### config.mk
export PLATFORM = sky130hd
export DESIGN_NAME = matmul_stream_ctrl
export DESIGN_NICKNAME = d
export VERILOG_FILES = /design/src/rtl/matmul_stream_ctrl.sv
export SDC_FILE = /design/constraint.sdc
export NUM_CORES = 1
export LEC_CHECK = 0
export CAP_MARGIN = 20
export CORE_ASPECT_RATIO = 2
export CORE_MARGIN = 2
export CORE_UTILIZATION = 45
export DETAILED_ROUTE_END_ITERATION = 7
export PLACE_DENSITY = 0.75
export SETUP_SLACK_MARGIN = 0.5
export SLEW_MARGIN = 20
export SYNTH_ARGS = -nofsm -noshare
export SYNTH_HDL_FRONTEND = slang
export SYNTH_SLANG_ARGS = --single-unit
export TNS_END_PERCENT = 50
### constraint.sdc
create_clock -name clk -period 8.7 [get_ports clk]
set_input_delay 1.74 -clock clk [delete_from_list [all_inputs] [get_ports clk]]
set_output_delay 1.74 -clock clk [all_outputs]
set_load 0.01 [all_outputs]
### src/rtl/matmul_stream_ctrl.sv
// Host-side sequencer for a 2x2 signed-8-bit systolic multiplier: streams in 8 operand bytes,
// kicks the array, captures its four 17-bit results and streams them back out.
module matmul_stream_ctrl #(
    parameter int TIMEOUT    = 15,
    parameter int KICK_CYCLS = 2
) (
    input  logic        clk,
    input  logic        rst,
    input  logic        in_valid,
    output logic        in_ready,
    input  logic [7:0]  in_data,
    output logic [7:0]  a11,
    output logic [7:0]  a12,
    output logic [7:0]  a21,
    output logic [7:0]  a22,
    output logic [7:0]  b11,
    output logic [7:0]  b12,
    output logic [7:0]  b21,
    output logic [7:0]  b22,
    output logic        arr_rst,
    input  logic        arr_done,
    input  logic [16:0] c11,
    input  logic [16:0] c12,
    input  logic [16:0] c21,
    input  logic [16:0] c22,
    output logic        out_valid,
    input  logic        out_ready,
    output logic [16:0] out_data,
    output logic [1:0]  out_idx,
    output logic        busy,
    output logic        err
);
    localparam int KW = (KICK_CYCLS < 2) ? 1 : $clog2(KICK_CYCLS);
    localparam int TW = $clog2(TIMEOUT + 1);

    typedef enum logic [2:0] {S_IDLE, S_LOAD, S_KICK, S_WAIT, S_DRAIN} state_t;

    state_t        r_state;
    state_t        w_next;
    logic [7:0]    r_ops [8];
    logic [2:0]    r_cnt;
    logic [KW-1:0] r_kcnt;
    logic [TW-1:0] r_tcnt;
    logic [16:0]   r_cap [4];
    logic [1:0]    r_idx;
    logic          r_err;

    logic w_in_fire;
    logic w_out_fire;
    logic w_done_ok;
    logic w_timeout;
    logic w_capture;

    // The first WAIT cycle is ignored so a done level left over from the previous job cannot leak in.
    assign w_done_ok  = (r_state == S_WAIT) && arr_done && (r_tcnt != '0);
    assign w_timeout  = (r_state == S_WAIT) && !w_done_ok && (r_tcnt == TW'(TIMEOUT));
    assign w_capture  = w_done_ok || w_timeout;
    assign w_in_fire  = in_valid && in_ready;
    assign w_out_fire = out_valid && out_ready;

    // NOTE: every output of a combinational block gets a default first so no latch is inferred.
    always_comb begin
        w_next = r_state;
        case (r_state)
            S_IDLE:  if (w_in_fire) w_next = S_LOAD;
            S_LOAD:  if (w_in_fire && (r_cnt == 3'd7)) w_next = S_KICK;
            S_KICK:  if (r_kcnt == KW'(KICK_CYCLS - 1)) w_next = S_WAIT;
            S_WAIT:  if (w_capture) w_next = S_DRAIN;
            S_DRAIN: if (w_out_fire && (r_idx == 2'd3)) w_next = S_IDLE;
            default: w_next = S_IDLE;
        endcase
    end

    always_comb begin
        in_ready  = !rst && ((r_state == S_IDLE) || (r_state == S_LOAD));
        arr_rst   = rst || (r_state == S_IDLE) || (r_state == S_LOAD) || (r_state == S_KICK);
        out_valid = !rst && (r_state == S_DRAIN);
        out_data  = r_cap[r_idx];
        out_idx   = r_idx;
        busy      = (r_state != S_IDLE);
        err       = r_err;
    end

    // NOTE: the operand and capture arrays are reset because their values are visible on ports.
    always_ff @(posedge clk) begin
        if (rst) begin
            r_state <= S_IDLE;
            r_cnt   <= '0;
            r_kcnt  <= '0;
            r_tcnt  <= '0;
            r_idx   <= '0;
            r_err   <= 1'b0;
            for (int i = 0; i < 8; i++) r_ops[i] <= '0;
            for (int i = 0; i < 4; i++) r_cap[i] <= '0;
        end else begin
            r_state <= w_next;
            case (r_state)
                S_IDLE: if (w_in_fire) begin
                    r_ops[0] <= in_data;
                    r_cnt    <= 3'd1;
                    r_err    <= 1'b0;
                end
                S_LOAD: if (w_in_fire) begin
                    r_ops[r_cnt] <= in_data;
                    r_cnt        <= r_cnt + 3'd1;
                    r_kcnt       <= '0;
                end
                S_KICK: begin
                    r_kcnt <= r_kcnt + KW'(1);
                    r_tcnt <= '0;
                end
                S_WAIT: begin
                    r_tcnt <= r_tcnt + TW'(1);
                    if (w_capture) begin
                        r_cap[0] <= c11;
                        r_cap[1] <= c12;
                        r_cap[2] <= c21;
                        r_cap[3] <= c22;
                        r_idx    <= '0;
                    end
                    if (w_timeout) r_err <= 1'b1;
                end
                S_DRAIN: if (w_out_fire) r_idx <= r_idx + 2'd1;
                default: ;
            endcase
        end
    end

    assign a11 = r_ops[0];
    assign a12 = r_ops[1];
    assign a21 = r_ops[2];
    assign a22 = r_ops[3];
    assign b11 = r_ops[4];
    assign b12 = r_ops[5];
    assign b21 = r_ops[6];
    assign b22 = r_ops[7];
endmodule

# After elaboration in Yosys (flattened, before gate mapping)
# Memories as Yosys holds them, arrays and structs flattened. A register that Yosys moved wholly into a read port is not among the register bits.
# Index checks and enable logic that the tools add are counted.
[word_totals]
mem_count = 2
ram_bits = 132
register_bits = 14
inputBits = 81
[mem_list]
columns = ["memory", "depth", "word_bits", "rd", "rd_clocked_by_memory_dff", "wr", "line_no", "text"]
rows = [
  ["r_cap", 4, 17, 1, 1, 4, "44", "logic [16:0] r_cap [4];"],
  ["r_ops", 8, 8, 8, 0, 8, "40", "logic [7:0] r_ops [8];"],
]
[classes]
n_addsub = 4
bitwise = 5
reduce_logical = 31
n_eq_ne = 15
muxes = 39
[ops]
columns = ["op", "count"]
rows = [
  ["$mux 17", 4],
  ["$mux 3", 7],
  ["$mux 1", 16],
  ["$mux 8", 2],
  ["$ne 2x2->1 const B", 8],
  ["$pmux 3 s5", 1],
  ["$logic_and 1x1->1", 10],
  ["$reduce_bool 2->1", 5],
  ["$reduce_and 3->1", 3],
  ["$mux 2", 4],
  ["$pmux 4 s2", 1],
  ["$reduce_or 8->1", 1],
  ["$eq 3x2->1 const B", 2],
  ["$eq 3x3->1 const B", 2],
  ["$pmux 3 s2", 1],
  ["$logic_or 1x1->1", 5],
  ["$or 1x1->1", 5],
  ["$reduce_and 5->1", 1],
  ["$add 4x1->4 const B", 1],
  ["$eq 4x4->1 const B", 1],
  ["$pmux 1 s2", 2],
  ["$pmux 2 s2", 1],
  ["$reduce_bool 4->1", 1],
  ["$add 3x1->3 const B", 1],
  ["8 further kinds", 9],
]

# Logic depth before layout (Yosys ltp)
[logic_depth]
depth_word = 12
ltp_mapped = 7
mapped_depth_nobuf = 5

# Worst setup path after synthesis
# Ideal clock, no wire load.
[synth_timing]
path_kind = "input port to flip-flop"
start = "input arr_done"
end = "memory r_cap[0][0], enable pin"
setup_ns = 0.428
slack_ns = 4.245
stages = 5
required_time_ns = 8.272
t_arrival_ns = 4.028
cell_sequence = "nor2_1 > or4_1 > buf_4 > buf_6 > nand2_1"
[synth_lines]
columns = ["element", "line_no", "text"]
rows = [
  ["from (decl)", "21", "input logic arr_done,"],
  ["to (decl)", "44", ""],
]

# Worst setup path in the final report
[layout_timing]
start = "input rst"
end = "output arr_rst"
[layout_via]
elab_chain_len = 3
[layout_lines]
columns = ["element", "line_no", "text"]
rows = [
  ["from (decl)", "8", "input logic rst,"],
  ["$logic_or 1x1->1 (3 in series)", "76", "arr_rst = rst || (r_state == S_IDLE) || (r_state == S_LOAD) || (r_state == S_KICK);"],
  ["to (decl)", "20", "output logic arr_rst,"],
]
# No other way between the ends.

==> summary.md <==
| Metric | Value |
|---|---|
| Outcome | completed |
| CP Cell Sequence | buf_2 -> a21o_1 -> clkdlybuf4s50_1 |
| Drt drc | 0 |
| Layout cells sized above 1 | 0.1150 |
| IO Pins | 169 |
| GPL Wtd Cong | 0.8057 |
| Die area | between 15000 and 20000 um2 |
| Synthesized net count | between 500 and 600 |
| CTS H-tree depth | 4 |
| Worst hold path class | reg -> reg |
| Unique cell type count in the Yosys netlist | 45 |
| Mapped Cells | approximately 420 |
| Net Sw Frac | 0.2302 |
| Final setup fails | 0 |
| Synth warn | 0 |
| Clock share of power | 0.425 |
| Synth async-reset ratio | 0 |
| Pre-CTS setup slack | between 3 and 4 ns |
| Final Hold Fails | 0 |
| Pins Over Slew Limit | 0 |
| Fmax | 0.2105 GHz |
| Die X-Extent | between 80 and 90 um |
| Area leader, netlist | edfxtp_1 |
| Total CTS buffers | 17 |
| Cell Int Power | approximately 1.2 mW |
| Fin Setup TNS | 0 ns |
| Top cell type's share of synthesized area | 0.6105 |
| RSZ-0062 raised after global routing | false |
| Mapped Area | between 6000 and 7000 um2 |
| P_sw | 0.3729 mW |
| Vias in the first global route | between 3000 and 4000 |
| WP buf/inv | 2 |
| Via density | ~5 |
| Leakage power | slightly above 3 nW |
| Post-DR wirelength/cell | approximately 17 um |
| Sequential share of power | 0.498 |
| Seq/Total Area, Yosys | 0.6599 |
| Crit path arrival time | 3.01 ns |
| Critical Path End Type | output port |
| Util after Layout | 0.6218 |
| Layout Cells excl Fill | approximately 800 |
| Delay-heaviest family, CP | buffers and inverters |
| Combinational share of power | 0.077 |
| Number of synthesized flops with an enable pin | between 100 and 150 |
| Rows | 62 |
| CTS sink cnt | ~150 |
| Clock skew | ~0.013 ns |
| Clk buf depth | 2 |
| Fin crit period | 4.751 ns |
| CP required | around 7.0 ns |
| Clock transition at the registers of the reported paths | about 0.06 ns |
| Number of synthesized register bits | about 150 |
| Core Region | ~14000 um2 |
| First-pass GRT wire length | ~21000 um |
| Most common flop cell mapped by yosys | edfxtp_1 |
| Port bufs | 168 |
| Avg Cell Area, Syn | between 15 and 20 um2 |
| Final net count | ~670 |
| Maximum VDD drop | roughly 140 uV |
| Final period utilization | 0.5461 |
| # resized after CTS | 0 |
| Initial antenna violation count | 0 |
| Pre-antenna DRT Iters | 4 |
| DRT iter0 DRCs | approximately 360 |
| Clock tree from TritonCTS | done |
| Gr usage total | 0.1831 |
| Top post-synthesis cells by area | edfxtp_1, nor3b_1, and2_1, mux4_2, dfxtp_1 |
| Via count | between 4000 and 5000 |
| Final wirelength | 13640 um |
| HPWL after DPL | 9190 um |
| Slew headroom | 0.4138 |
| Worst-path maximum fanout | 45 |
| DR top layer | met4 |
| MaxCap Viol Count | 0 |
| Placed cell count | 760 |
| Post-cts hold buffer count | 0 |
| Largest net degree at the start of global routing | 73 |
| Final worst slack | 3.949 ns |
| Worst slew pin tran | 0.8780 ns |
| Initial Util | 0.4573 |
| CP Class | in -> out |
| Final ANT Viol Nets | 0 |
| Total congestion overflow | 0 |
| Routed met3 length | a little over 900 um |
| Layout area overhead | 35.96% |
| Slowest stage delay, CP | around 0.60 ns |
| Clock tree root driver cell | clkbuf_16 |
| Antenna diode count | 0 |
| WL met2 | 6762 um |
| Type of origin of the critical path | input pin |
| M1 WL | slightly below 6000 um |
| CP max stage cell | buf_2 |
| Number of post-CTS setup repair buffers | 0 |
| Clk Latency, worst-skew pair | 0.41 ns |
| Chip height | around 170 um |
| Pwr dens | 183.5 nW/um2 |
final cells by class:
| class | count | area [um2] |
|---|---|---|
| clock buffers | 18 | 429.2 |
| well taps | 192 | 240.2 |
| multi-input cells | 242 | 2009 |
| inverters | 6 | 22.52 |
| fillers | 1064 | 5369 |
| clock inverters | 14 | 135.1 |
| flip-flops and latches | 148 | 4284 |
| repair buffers | 172 | 1707 |
power by group through the flow:
stage	clock network [mW]	registers [mW]	logic, mW
2_1_floorplan	0	0.826	0.0395
3_3_place_gp	0	0.822	0.125
3_5_place_dp	0	0.823	0.125
4_1_cts	0.701	0.808	0.126
5_1_grt	0.733	0.810	0.133
6_report	0.688	0.807	0.125
Yosys cell counts, types with 2 or more instances:
cell type    n
edfxtp_1   132
nor3b_1     71
and2_1      64
mux4_2      17
dfxtp_1     16
clkbuf_1    13
nand2_1     10
a21oi_1      9
buf_6        9
nand2b_1     6
nor4_4       6
ha_1         5
inv_1        5
nand3_1      5
nor2_1       4
o21ai_0      4
or2_1        4
or2_2        4
buf_2        3
nand3b_1     3
nor4_1       3
a21o_1       2
a31oi_1      2
buf_1        2
nand4_1      2
nor2b_1      2
or3_1        2
or4_1        2
kinds of logic (layout without fill, tap and decap cells):
family,count (synthesis),count (layout),share of synthesized area
buffers and inverters,34,210,0.03122
DFF,148,148,0.6599
muxes,18,18,0.06071
and+or+nand+nor,193,193,0.2110
adders and majority gates,5,5,0.009636
AOI/OAI and AO/OA,26,26,0.02756
sequential cells by signal, indices dropped and copies added (netlist names), named ones only:
name     count
r_kcnt       1
r_cap       68
r_ops       64
r_state      3
out_idx      2
err          1
r_cnt        3
r_tcnt       4
per-layer routing:
metal  vias to the layer above  track usage
li1                       1941            -
met1                      1934       0.2550
met2                       148       0.2830
met3                         4      0.04095
met4                         0      0.06343
met5                         -            0
worst min-delay path, cell delays in order (launching register included):
cell and delay [ns]:
dfxtp_1 0.32, o21ai_0 0.07, a21oi_1 0.06
metrics by stage:
stage / hold slack, ns / total power, mW / cell area, um2
final: 0.4942 / 1.620 / 8827
after global routing: 0.5277 / 1.675 / 8827
after CTS: 0.4968 / 1.634 / 8827
after detailed placement: 0.4850 / 0.9477 / 8263
after global placement: 0.4779 / 0.9467 / 8263
after floorplan: 0.4619 / 0.8651 / 6492
final timing paths:
check             from           to  slack [ns]  depth (start not counted)
max reg2reg  r_tcnt[0]  r_cap[3][0]        5.66                          7
max                rst      arr_rst        3.95                          3
min reg2reg        err          err        0.49                          2
min                err          err        0.49                          2
cell usage in the layout, fill, tap and decap left out, types with 2 or more instances in the layout:
master and n:
clkdlybuf4s50_1 167, edfxtp_1 132, nor3b_1 71, and2_1 64, mux4_2 17, clkbuf_16 17, dfxtp_1 16, a21oi_1 9
nand2_1 9, nand2b_1 6, nor4_4 6, inv_8 6, inv_1 5, nand3_1 5, ha_1 5, nor2_1 4
or2_2 4, or2_1 4, o21ai_0 4, buf_4 4, nand3b_1 3, nor4_1 3, inv_6 3, clkinv_4 3
or3_1 2, a21o_1 2, a31oi_1 2, nor2b_1 2, nand4_1 2, clkinvlp_4 2
Power figures use the tool's default switching activity.
